--- src/rtl/nn_stream_pkg.sv ---
// Shared types for the layer stream driver: FSM state encoding and the default data word.
package nn_stream_pkg;

   localparam int T_DEF = 32;

   typedef logic signed [T_DEF-1:0] word_t;

   typedef enum logic [1:0] {LOAD, SEND, COLLECT, DONE} state_e;

endpackage

--- src/rtl/layer_stream_driver_if.sv ---
// Host load port, layer tx/rx streams and result readback of the layer stream driver.
interface layer_stream_driver_if #(
   parameter int T       = 32,
   parameter int LOG_OUT = 4
);
   logic               ld_valid;
   logic [T-1:0]       ld_data;
   logic               ld_ready;
   logic               tx_valid;
   logic [T-1:0]       tx_data;
   logic               tx_ready;
   logic               rx_valid;
   logic [T-1:0]       rx_data;
   logic               rx_ready;
   logic [LOG_OUT-1:0] rd_addr;
   logic [T-1:0]       rd_data;
   logic               done;
   logic               relu_err;

   // master: the driver itself; slave: host plus layer side
   modport master (
      input  ld_valid, ld_data, tx_ready, rx_valid, rx_data, rd_addr,
      output ld_ready, tx_valid, tx_data, rx_ready, rd_data, done, relu_err
   );

   modport slave (
      output ld_valid, ld_data, tx_ready, rx_valid, rx_data, rd_addr,
      input  ld_ready, tx_valid, tx_data, rx_ready, rd_data, done, relu_err
   );
endinterface

--- src/rtl/stream_buf.sv ---
// Register array with one write port, one combinational read port and one registered read port.
module stream_buf #(
   parameter int W     = 32,
   parameter int DEPTH = 16,
   parameter int AW    = 4
) (
   input  logic          clk,
   input  logic          reset,
   input  logic          i_we,
   input  logic [AW-1:0] i_waddr,
   input  logic [W-1:0]  i_wdata,
   input  logic [AW-1:0] i_raddr,
   output logic [W-1:0]  o_rdata,
   input  logic [AW-1:0] i_qaddr,
   output logic [W-1:0]  o_qdata
);
   logic [W-1:0] r_mem [DEPTH];
   logic [W-1:0] r_q;

   // contents are deliberately left uncleared by reset
   always_ff @(posedge clk) begin
      if (i_we) r_mem[i_waddr] <= i_wdata;
   end

   always_ff @(posedge clk) begin
      if (reset) r_q <= '0;
      else       r_q <= r_mem[i_qaddr];
   end

   assign o_rdata = r_mem[i_raddr];
   assign o_qdata = r_q;
endmodule

--- src/rtl/layer_stream_driver.sv ---
// Loads one input vector, streams it into a layer, collects its results and pulses done.
// LAYER_DRIVER_RELU_CHECK_EN builds the sticky negative-result flag relu_err.
module layer_stream_driver
   import nn_stream_pkg::*;
#(
   parameter int T       = T_DEF,
   parameter int N_IN    = 16,
   parameter int N_OUT   = 13,
   parameter int LOG_IN  = 4,
   parameter int LOG_OUT = 4
) (
   input logic                   clk,
   input logic                   reset,
   layer_stream_driver_if.master bus
);
   localparam logic [LOG_IN-1:0]  IN_LAST  = LOG_IN'(N_IN - 1);
   localparam logic [LOG_OUT-1:0] OUT_LAST = LOG_OUT'(N_OUT - 1);

   state_e             r_state, w_next;
   logic [LOG_IN-1:0]  r_ld_cnt, r_tx_cnt;
   logic [LOG_OUT-1:0] r_rx_cnt;
   logic               w_ld_ready, w_tx_valid, w_rx_ready, w_done;
   logic               w_ld_fire, w_tx_fire, w_rx_fire;
   logic [T-1:0]       w_unused_in_q, w_unused_out_c;

   always_ff @(posedge clk) begin
      if (reset) r_state <= LOAD;
      else       r_state <= w_next;
   end

   // handshake outputs decode the state register only
   always_comb begin
      w_next     = r_state;
      w_ld_ready = 1'b0;
      w_tx_valid = 1'b0;
      w_rx_ready = 1'b0;
      w_done     = 1'b0;
      case (r_state)
         LOAD: begin
            w_ld_ready = 1'b1;
            if (bus.ld_valid && r_ld_cnt == IN_LAST) w_next = SEND;
         end
         SEND: begin
            w_tx_valid = 1'b1;
            if (bus.tx_ready && r_tx_cnt == IN_LAST) w_next = COLLECT;
         end
         COLLECT: begin
            w_rx_ready = 1'b1;
            if (bus.rx_valid && r_rx_cnt == OUT_LAST) w_next = DONE;
         end
         DONE: begin
            w_done = 1'b1;
            w_next = LOAD;
         end
         default: w_next = LOAD;
      endcase
   end

   assign w_ld_fire = w_ld_ready & bus.ld_valid;
   assign w_tx_fire = w_tx_valid & bus.tx_ready;
   assign w_rx_fire = w_rx_ready & bus.rx_valid;

   always_ff @(posedge clk) begin
      if (reset || r_state == DONE) begin
         r_ld_cnt <= '0;
         r_tx_cnt <= '0;
         r_rx_cnt <= '0;
      end else begin
         if (w_ld_fire) r_ld_cnt <= (r_ld_cnt == IN_LAST)  ? '0 : r_ld_cnt + 1'b1;
         if (w_tx_fire) r_tx_cnt <= (r_tx_cnt == IN_LAST)  ? '0 : r_tx_cnt + 1'b1;
         if (w_rx_fire) r_rx_cnt <= (r_rx_cnt == OUT_LAST) ? '0 : r_rx_cnt + 1'b1;
      end
   end

   assign bus.ld_ready = w_ld_ready;
   assign bus.tx_valid = w_tx_valid;
   assign bus.rx_ready = w_rx_ready;
   assign bus.done     = w_done;

   // the spare read port of each buffer is left dangling and trimmed by synthesis
   stream_buf #(.W(T), .DEPTH(N_IN), .AW(LOG_IN)) u_in_buf (
      .clk     (clk),
      .reset   (reset),
      .i_we    (w_ld_fire),
      .i_waddr (r_ld_cnt),
      .i_wdata (bus.ld_data),
      .i_raddr (r_tx_cnt),
      .o_rdata (bus.tx_data),
      .i_qaddr (r_tx_cnt),
      .o_qdata (w_unused_in_q)
   );

   stream_buf #(.W(T), .DEPTH(N_OUT), .AW(LOG_OUT)) u_out_buf (
      .clk     (clk),
      .reset   (reset),
      .i_we    (w_rx_fire),
      .i_waddr (r_rx_cnt),
      .i_wdata (bus.rx_data),
      .i_raddr (bus.rd_addr),
      .o_rdata (w_unused_out_c),
      .i_qaddr (bus.rd_addr),
      .o_qdata (bus.rd_data)
   );

`ifdef LAYER_DRIVER_RELU_CHECK_EN
   logic r_relu_err;

   always_ff @(posedge clk) begin
      if (reset)                             r_relu_err <= 1'b0;
      else if (w_rx_fire && bus.rx_data[T-1]) r_relu_err <= 1'b1;
      else if (w_ld_fire)                    r_relu_err <= 1'b0;
   end

   assign bus.relu_err = r_relu_err;
`else
   assign bus.relu_err = 1'b0;
`endif
endmodule

--- src/flat_wrapper.sv ---
// flat-port wrapper written by rule: the top's interface ports become plain ports
module layer_stream_driver_flat import nn_stream_pkg::*;
#(
   parameter int T       = T_DEF,
   parameter int N_IN    = 16,
   parameter int N_OUT   = 13,
   parameter int LOG_IN  = 4,
   parameter int LOG_OUT = 4
)
  (clk, reset, bus_ld_valid, bus_ld_data, bus_tx_ready, bus_rx_valid, bus_rx_data, bus_rd_addr, bus_ld_ready, bus_tx_valid, bus_tx_data, bus_rx_ready, bus_rd_data, bus_done, bus_relu_err);
  layer_stream_driver_if #(.T(T), .LOG_OUT(LOG_OUT)) bus_i ();
  input logic clk;
  input logic reset;
  input wire logic [$bits(bus_i.ld_valid)-1:0] bus_ld_valid;
  input wire logic [$bits(bus_i.ld_data)-1:0] bus_ld_data;
  input wire logic [$bits(bus_i.tx_ready)-1:0] bus_tx_ready;
  input wire logic [$bits(bus_i.rx_valid)-1:0] bus_rx_valid;
  input wire logic [$bits(bus_i.rx_data)-1:0] bus_rx_data;
  input wire logic [$bits(bus_i.rd_addr)-1:0] bus_rd_addr;
  output wire logic [$bits(bus_i.ld_ready)-1:0] bus_ld_ready;
  output wire logic [$bits(bus_i.tx_valid)-1:0] bus_tx_valid;
  output wire logic [$bits(bus_i.tx_data)-1:0] bus_tx_data;
  output wire logic [$bits(bus_i.rx_ready)-1:0] bus_rx_ready;
  output wire logic [$bits(bus_i.rd_data)-1:0] bus_rd_data;
  output wire logic [$bits(bus_i.done)-1:0] bus_done;
  output wire logic [$bits(bus_i.relu_err)-1:0] bus_relu_err;
  assign bus_i.ld_valid = bus_ld_valid;
  assign bus_i.ld_data = bus_ld_data;
  assign bus_i.tx_ready = bus_tx_ready;
  assign bus_i.rx_valid = bus_rx_valid;
  assign bus_i.rx_data = bus_rx_data;
  assign bus_i.rd_addr = bus_rd_addr;
  assign bus_ld_ready = bus_i.ld_ready;
  assign bus_tx_valid = bus_i.tx_valid;
  assign bus_tx_data = bus_i.tx_data;
  assign bus_rx_ready = bus_i.rx_ready;
  assign bus_rd_data = bus_i.rd_data;
  assign bus_done = bus_i.done;
  assign bus_relu_err = bus_i.relu_err;
  layer_stream_driver #(.T(T), .N_IN(N_IN), .N_OUT(N_OUT), .LOG_IN(LOG_IN), .LOG_OUT(LOG_OUT)) u_core (.clk(clk), .reset(reset), .bus(bus_i));
endmodule
--- config.mk ---
export PLATFORM = sky130hd
export DESIGN_NAME = layer_stream_driver_flat
export DESIGN_NICKNAME = d
export VERILOG_FILES = /design/src/rtl/nn_stream_pkg.sv /design/src/rtl/layer_stream_driver_if.sv /design/src/rtl/stream_buf.sv /design/src/rtl/layer_stream_driver.sv /design/src/flat_wrapper.sv
export SDC_FILE = /design/constraint.sdc
export NUM_CORES = 1
export LEC_CHECK = 0
export CAP_MARGIN = 25
export CORE_ASPECT_RATIO = 0.5
export CORE_MARGIN = 8
export CORE_UTILIZATION = 30
export CTS_CLUSTER_DIAMETER = 50
export DETAILED_ROUTE_END_ITERATION = 10
export GPL_ROUTABILITY_DRIVEN = 0
export SYNTH_ARGS = -nofsm -noshare
export SYNTH_HDL_FRONTEND = slang
export SYNTH_SLANG_ARGS = --single-unit
--- constraint.sdc ---
create_clock -name clk -period 3.5 [get_ports clk]
set_input_delay 1.05 -clock clk [delete_from_list [all_inputs] [get_ports clk]]
set_output_delay 1.05 -clock clk [all_outputs]
set_load 0.02 [all_outputs]
### After elaboration in Yosys (flattened, before gate mapping)

Memory sizes are Yosys's and may differ from the RTL's. A register that Yosys moved wholly into a read port is not among the register bits.
Index checks and enable logic that the tools add are counted.

| operators by class | value |
|---|---|
| muxes and demuxes | 17 |
| bitwise operators | 3 |
| equality and inequality tests | 9 |
| reduce and logical (&&, ||, !) cells | 6 |
| add/sub/neg operators | 3 |

Operators by type and width:

| operator | number |
|---|---|
| $mux 4 | 5 |
| $add 4x1->4 const B | 3 |
| $eq 4x4->1 const B | 3 |
| $mux 1 | 8 |
| $pmux 2 s4 | 1 |
| $mux 2 | 3 |
| $ne 2x1->1 const B | 3 |
| $eq 2x2->1 const B | 2 |
| $and 1x1->1 | 3 |
| $logic_and 1x1->1 | 3 |
| $reduce_and 3->1 | 1 |
| $eq 2x1->1 const B | 1 |
| $logic_not 2->1 | 1 |
| $logic_or 1x1->1 | 1 |

| storage, ports and cells | value |
|---|---|
| register bits | 14 |
| bits in writable memories | 928 |
| input port bits | 73 |
| logic and storage cells | 44 |
| memories | 2 |

Memories:

| memory | depth | width | read ports | clocked after Yosys merged registers in | write ports | line | source |
|---|---|---|---|---|---|---|---|
| u_core.u_in_buf.r_mem | 16 | 32 | 1 | 1 | 1 | stream_buf.sv:17 | `logic [W-1:0] r_mem [DEPTH];` |
| u_core.u_out_buf.r_mem | 13 | 32 | 1 | 1 | 1 | stream_buf.sv:17 |  |

### Depth between registers and ports, before layout

| logic depth | value |
|---|---|
| depth in word-level cells | 5 |
| gate-level depth with buffers | 6 |
| mapped depth without buffers | 6 |

### By module

A second synthesis with hierarchy kept.

| unflattened totals | value |
|---|---|
| cells, all modules | 2315 |
| area, all modules | 44522.7 µm² |

Modules (own cells, without submodules):

| module | cells an instance | sequential area each (µm²) | area an instance (µm²) | times used |
|---|---|---|---|---|
| stream_buf (u_core.u_in_buf) | 1190 | 16015.4 | 24031.8 | 1 |
| stream_buf (u_core.u_out_buf) | 1034 | 13132.6 | 19722.7 | 1 |
| layer_stream_driver | 91 | 280.3 | 768.2 | 1 |

### Worst setup path after synthesis

Ideal clock, no wire load.

| timing path | value |
|---|---|
| path type | input-to-reg |
| from | input port bus_rx_valid |
| to | memory u_core.u_out_buf.r_mem[12][0] (enable) |
| slack | 534 ps |
| library setup time | 421 ps |
| path buffers | 0 |
| data arrival time | 2545 ps |
| stages on the path | 2 |
| cells stage by stage | nand3_1 nor2_1 |

| on the way | value |
|---|---|
| longest elaborated chain between the ends | 3 |

Ends and longest elaborated chain:

| what | line | source |
|---|---|---|
| start, declared | flat_wrapper.sv:17 | `input wire logic [$bits(bus_i.rx_valid)-1:0] bus_rx_valid;` |
| $and 1x1->1 | layer_stream_driver.sv:61 | `assign w_rx_fire = w_rx_ready & bus.rx_valid;` |
| $mux 1 | stream_buf.sv:22 | `if (i_we) r_mem[i_waddr] <= i_wdata;` |
| $mux 1 (implied by the code) | stream_buf.sv:22 |  |
| end, declared | stream_buf.sv:17 |  |

Every way passes these cells.

==> impl_results.md <==
- Sum of net half-perimeters after detailed placement: 42,800 µm
- Detail-routed net length per standard cell: ~24 µm
- Synthesized cell area: ~36,000 µm²
- Count of distinct cell types in the synthesized netlist: 32
- Kind of critical path: reg -> out
- Most repeated cell in the gate-level netlist after synthesis: edfxtp_1
- Number of buffers inserted for hold repair after clock tree synthesis: 0
- Antenna violations before repair: 9
- Total track usage: 0.124
- Area of placed instances: a little over 40,000 µm²
- Number of warning messages in the yosys log: 0
- DRC Markers: 0
- Average size of a mapped cell: around 23 µm²
- Overflow left after global routing: 0
- Data arrival time of the critical path: about 2.5 ns
- DIE HEIGHT: around 260 µm
- Vias post-DR: approximately 17,000
- Number of slew-limit violations in the final report: 0
- Fraction of registers with async set or reset after synthesis: 0
- I/O pin count: 142
- Count of endpoints failing setup in the final report: 0
- Violation count after the first detailed-routing iteration: approximately 1,400
- Final layout net count: 1,940
- Critical Path Sink Type: primary output
- Worst-skew pair later-pin latency: between 0.6 and 0.7 ns
- Transition time of the tightest slew-check pin: ~1.1 ns
- Max-cap viol count: 0
- Critical path's slowest cell: mux4_2
- Worst IR Drop VDD: 0.355 mV
- Bufs on Longest Clock Path: 3
- Synthesized Nets: 1,685
- CTS tree: yes
- Horizontal die dimension: a little over 500 µm
- RSZ-0062 raised after global routing: yes
- Crit-path cells: buf_12 -> bufbuf_16 -> mux4_2 -> a22oi_2 -> nand2_2 -> buf_4
- Number of buffers created by CTS: approximately 100
- Power Dens Cells: between 500 and 600 nW/µm²
- Count of input and output buffers: 140
- Most used flip-flop cell after synthesis: edfxtp_1
- Number of hold violations in the final report: 0
- Count of antenna-violating nets left after detailed routing: 0
- Required time of the worst setup path: 2.45 ns
- Wire length of the first global-routing pass: 122,000 µm
- First-pass iteration count of the detailed router: 5
- Main area contributors after synthesis: edfxtp_1 (77%), mux4_2 (14%), dfxtp_1 (2.8%)
- Standard-cell rows: 90
- Count of flip-flops with a built-in enable after synthesis: a little over 900
- Max transition margin: 0.297
- Clock tree root driver cell: clkbuf_16
- Max Fclk: 0.286 GHz
- Sequential-to-total area share from yosys stat: 0.795
- Total number of H-tree levels: 3
- Synth area leader: edfxtp_1
- CP max stage delay: 0.52 ns
- Register bit count reported by yosys: 978
- P&R area growth vs syn: 22.5%
- Largest net degree at the start of global routing: 66
- CP max FO: 10
- Hold Crit Class: reg -> reg
- Share of cells above drive strength 1: 0.302
- Top cells by instance count after synthesis: edfxtp_1 (928), mux4_2 (224), a22oi_1 (128)
- Vias per std cell: just under 5
- Mapped Cells: ~1,600
- Fin Clk Skew: approximately 0.03 ns
- Result of the run: completed
- Leakage power: about 14 nW
- Crit start category: flop
- Initial core utilization: 0.302
- Count of buffer and inverter cells on the critical path: 3
- Final critical path time including I/O delays and setup: roughly 3.5 ns
- Die area: roughly 130,000 µm²
- Area fraction of the dominant cell type after synthesis: 0.767
- Final clock period utilization by the worst path: 0.999
- Setup TNS: 0 ns
- Clock net sink count: ~980
- Post-CTS clock slew at the launch and capture registers of the worst setup and hold paths: ~0.060 ns
- Number of global-route vias before repair: 17,937
- Core area: around 120,000 µm²
- Post-route cell area: between 40,000 and 50,000 µm²
- Critical path's top delay family: buffers and inverters
- Aggregate routed wire length: around 84,000 µm
[worst reg2reg max path, cell delays in order (launching register included)]
cell and delay, ns:
dfxtp_1 0.34, inv_1 0.11, ha_1 0.30, nand2_1 0.19
nor3_1 0.36, and2_2 0.51, buf_12 0.22
[timing repair]
| action | 4_1_cts | 5_1_grt |
|---|---|---|
| buffers inserted | 11 | 4 |
| setup endpoints to repair | 32 | 31 |
| gates resized for setup | 181 | 46 |
| cloned | 8 | 2 |
| endpoints found under the hold margin | 0 | 0 |
| pin swaps | 16 | 21 |
[power by group]
group	leakage (nW)	internal, mW	total, mW	switching [mW]
Sequential	8.77	13.0	13.1	0.0643
Combinational	3.48	1.22	2.47	1.25
Clock	1.55	5.98	10.4	4.39
Total	13.8	20.2	25.9	5.70
[worst paths after layout]
| kind | end | slack [ns] | start | cells after the start |
|---|---|---|---|---|
| setup / recovery | bus_tx_data[19] | 0.004 | flop | 6 |
| setup reg to reg | u_core.u_out_buf.r_mem[2][11] | 1.19 | u_core.r_state[0] | 6 |
| hold reg to reg | u_core.u_out_buf.o_qdata[23] | 0.49 | u_core.u_out_buf.r_mem[12][23] | 2 |
| hold / removal | u_core.u_out_buf.o_qdata[23] | 0.49 | u_core.u_out_buf.r_mem[12][23] | 2 |
[cell families (layout without fill, tap and decap cells)]
| group | Yosys count | after routing | share of synthesized area |
|---|---|---|---|
| DFF | 978 | 978 | 0.795 |
| muxes | 225 | 225 | 0.139 |
| AOI/OAI and AO/OA | 151 | 151 | 0.0301 |
| and+or+nand+nor | 140 | 140 | 0.0182 |
| buffers and inverters | 87 | 422 | 0.0123 |
| adders and majority gates | 14 | 14 | 0.00482 |
| xor gates and xnor gates | 2 | 2 | 0.000482 |
| other | 1 | 6 | 0.000103 |
[sequential cells by signal (all words and copies together) (netlist names), named ones only]
register                  count
u_core.r_ld_cnt               4
u_core.r_rx_cnt               4
u_core.r_state                2
u_core.r_tx_cnt               4
u_core.u_in_buf.r_mem       512
u_core.u_out_buf.o_qdata     32
u_core.u_out_buf.r_mem      416
[placed cells by master (no fill, tap or decap), drive strengths merged, types with 2 or more instances in the layout]
master	n
nand3	10
mux4	224
ha	14
diode	5
edfxtp	928
clkdlybuf4s50	105
nor2	12
nor3b	4
and3	5
a22oi	128
nor3	3
clkinvlp	8
inv	13
bufbuf	2
nand4	3
o21ai	4
bufinv	8
clkinv	35
buf	127
and2	25
xor2	2
clkbuf	124
a21oi	14
dfxtp	50
a311oi	3
nand2	72
nor2b	2
[stage by stage]
step                      total power [mW]  hold slack, ns  worst slack (ns)  instances   util
after global routing                  26.8           0.512            -0.115       3543  0.369
after detailed placement              15.6           0.468             0.152       3338  0.338
final                                 25.9           0.493           0.00445       3548  0.370
after global placement                15.6           0.467             0.184       3338  0.338
after floorplan                       14.6           0.451             0.534       1598      -
after CTS                             26.1           0.490            -0.120       3537  0.367
[final cells by class]
type                       count  area [µm²]
fill                       10790       75900
timing repair buffer         236        3050
multi-input combinational    533        7290
antenna                        5        12.5
clock inverter                58         582
clock buffer                 122        2640
sequential                   978       28900
tap                         1610        2010
inverter                       6        22.5
[metal layers]
| layer | part of all wire | global-route usage | routed length (µm) | up-vias |
|---|---|---|---|---|
| li1 | - | - | - | 7311 |
| met1 | 0.41 | 0.158 | 34800 | 9171 |
| met2 | 0.52 | 0.221 | 43400 | 423 |
| met3 | 0.050 | 0.0221 | 4250 | 124 |
| met4 | 0.019 | 0.0314 | 1640 | 4 |
| met5 | 0.00032 | 0 | 27 | - |
Note: power is estimated with default switching activity, not from simulation.
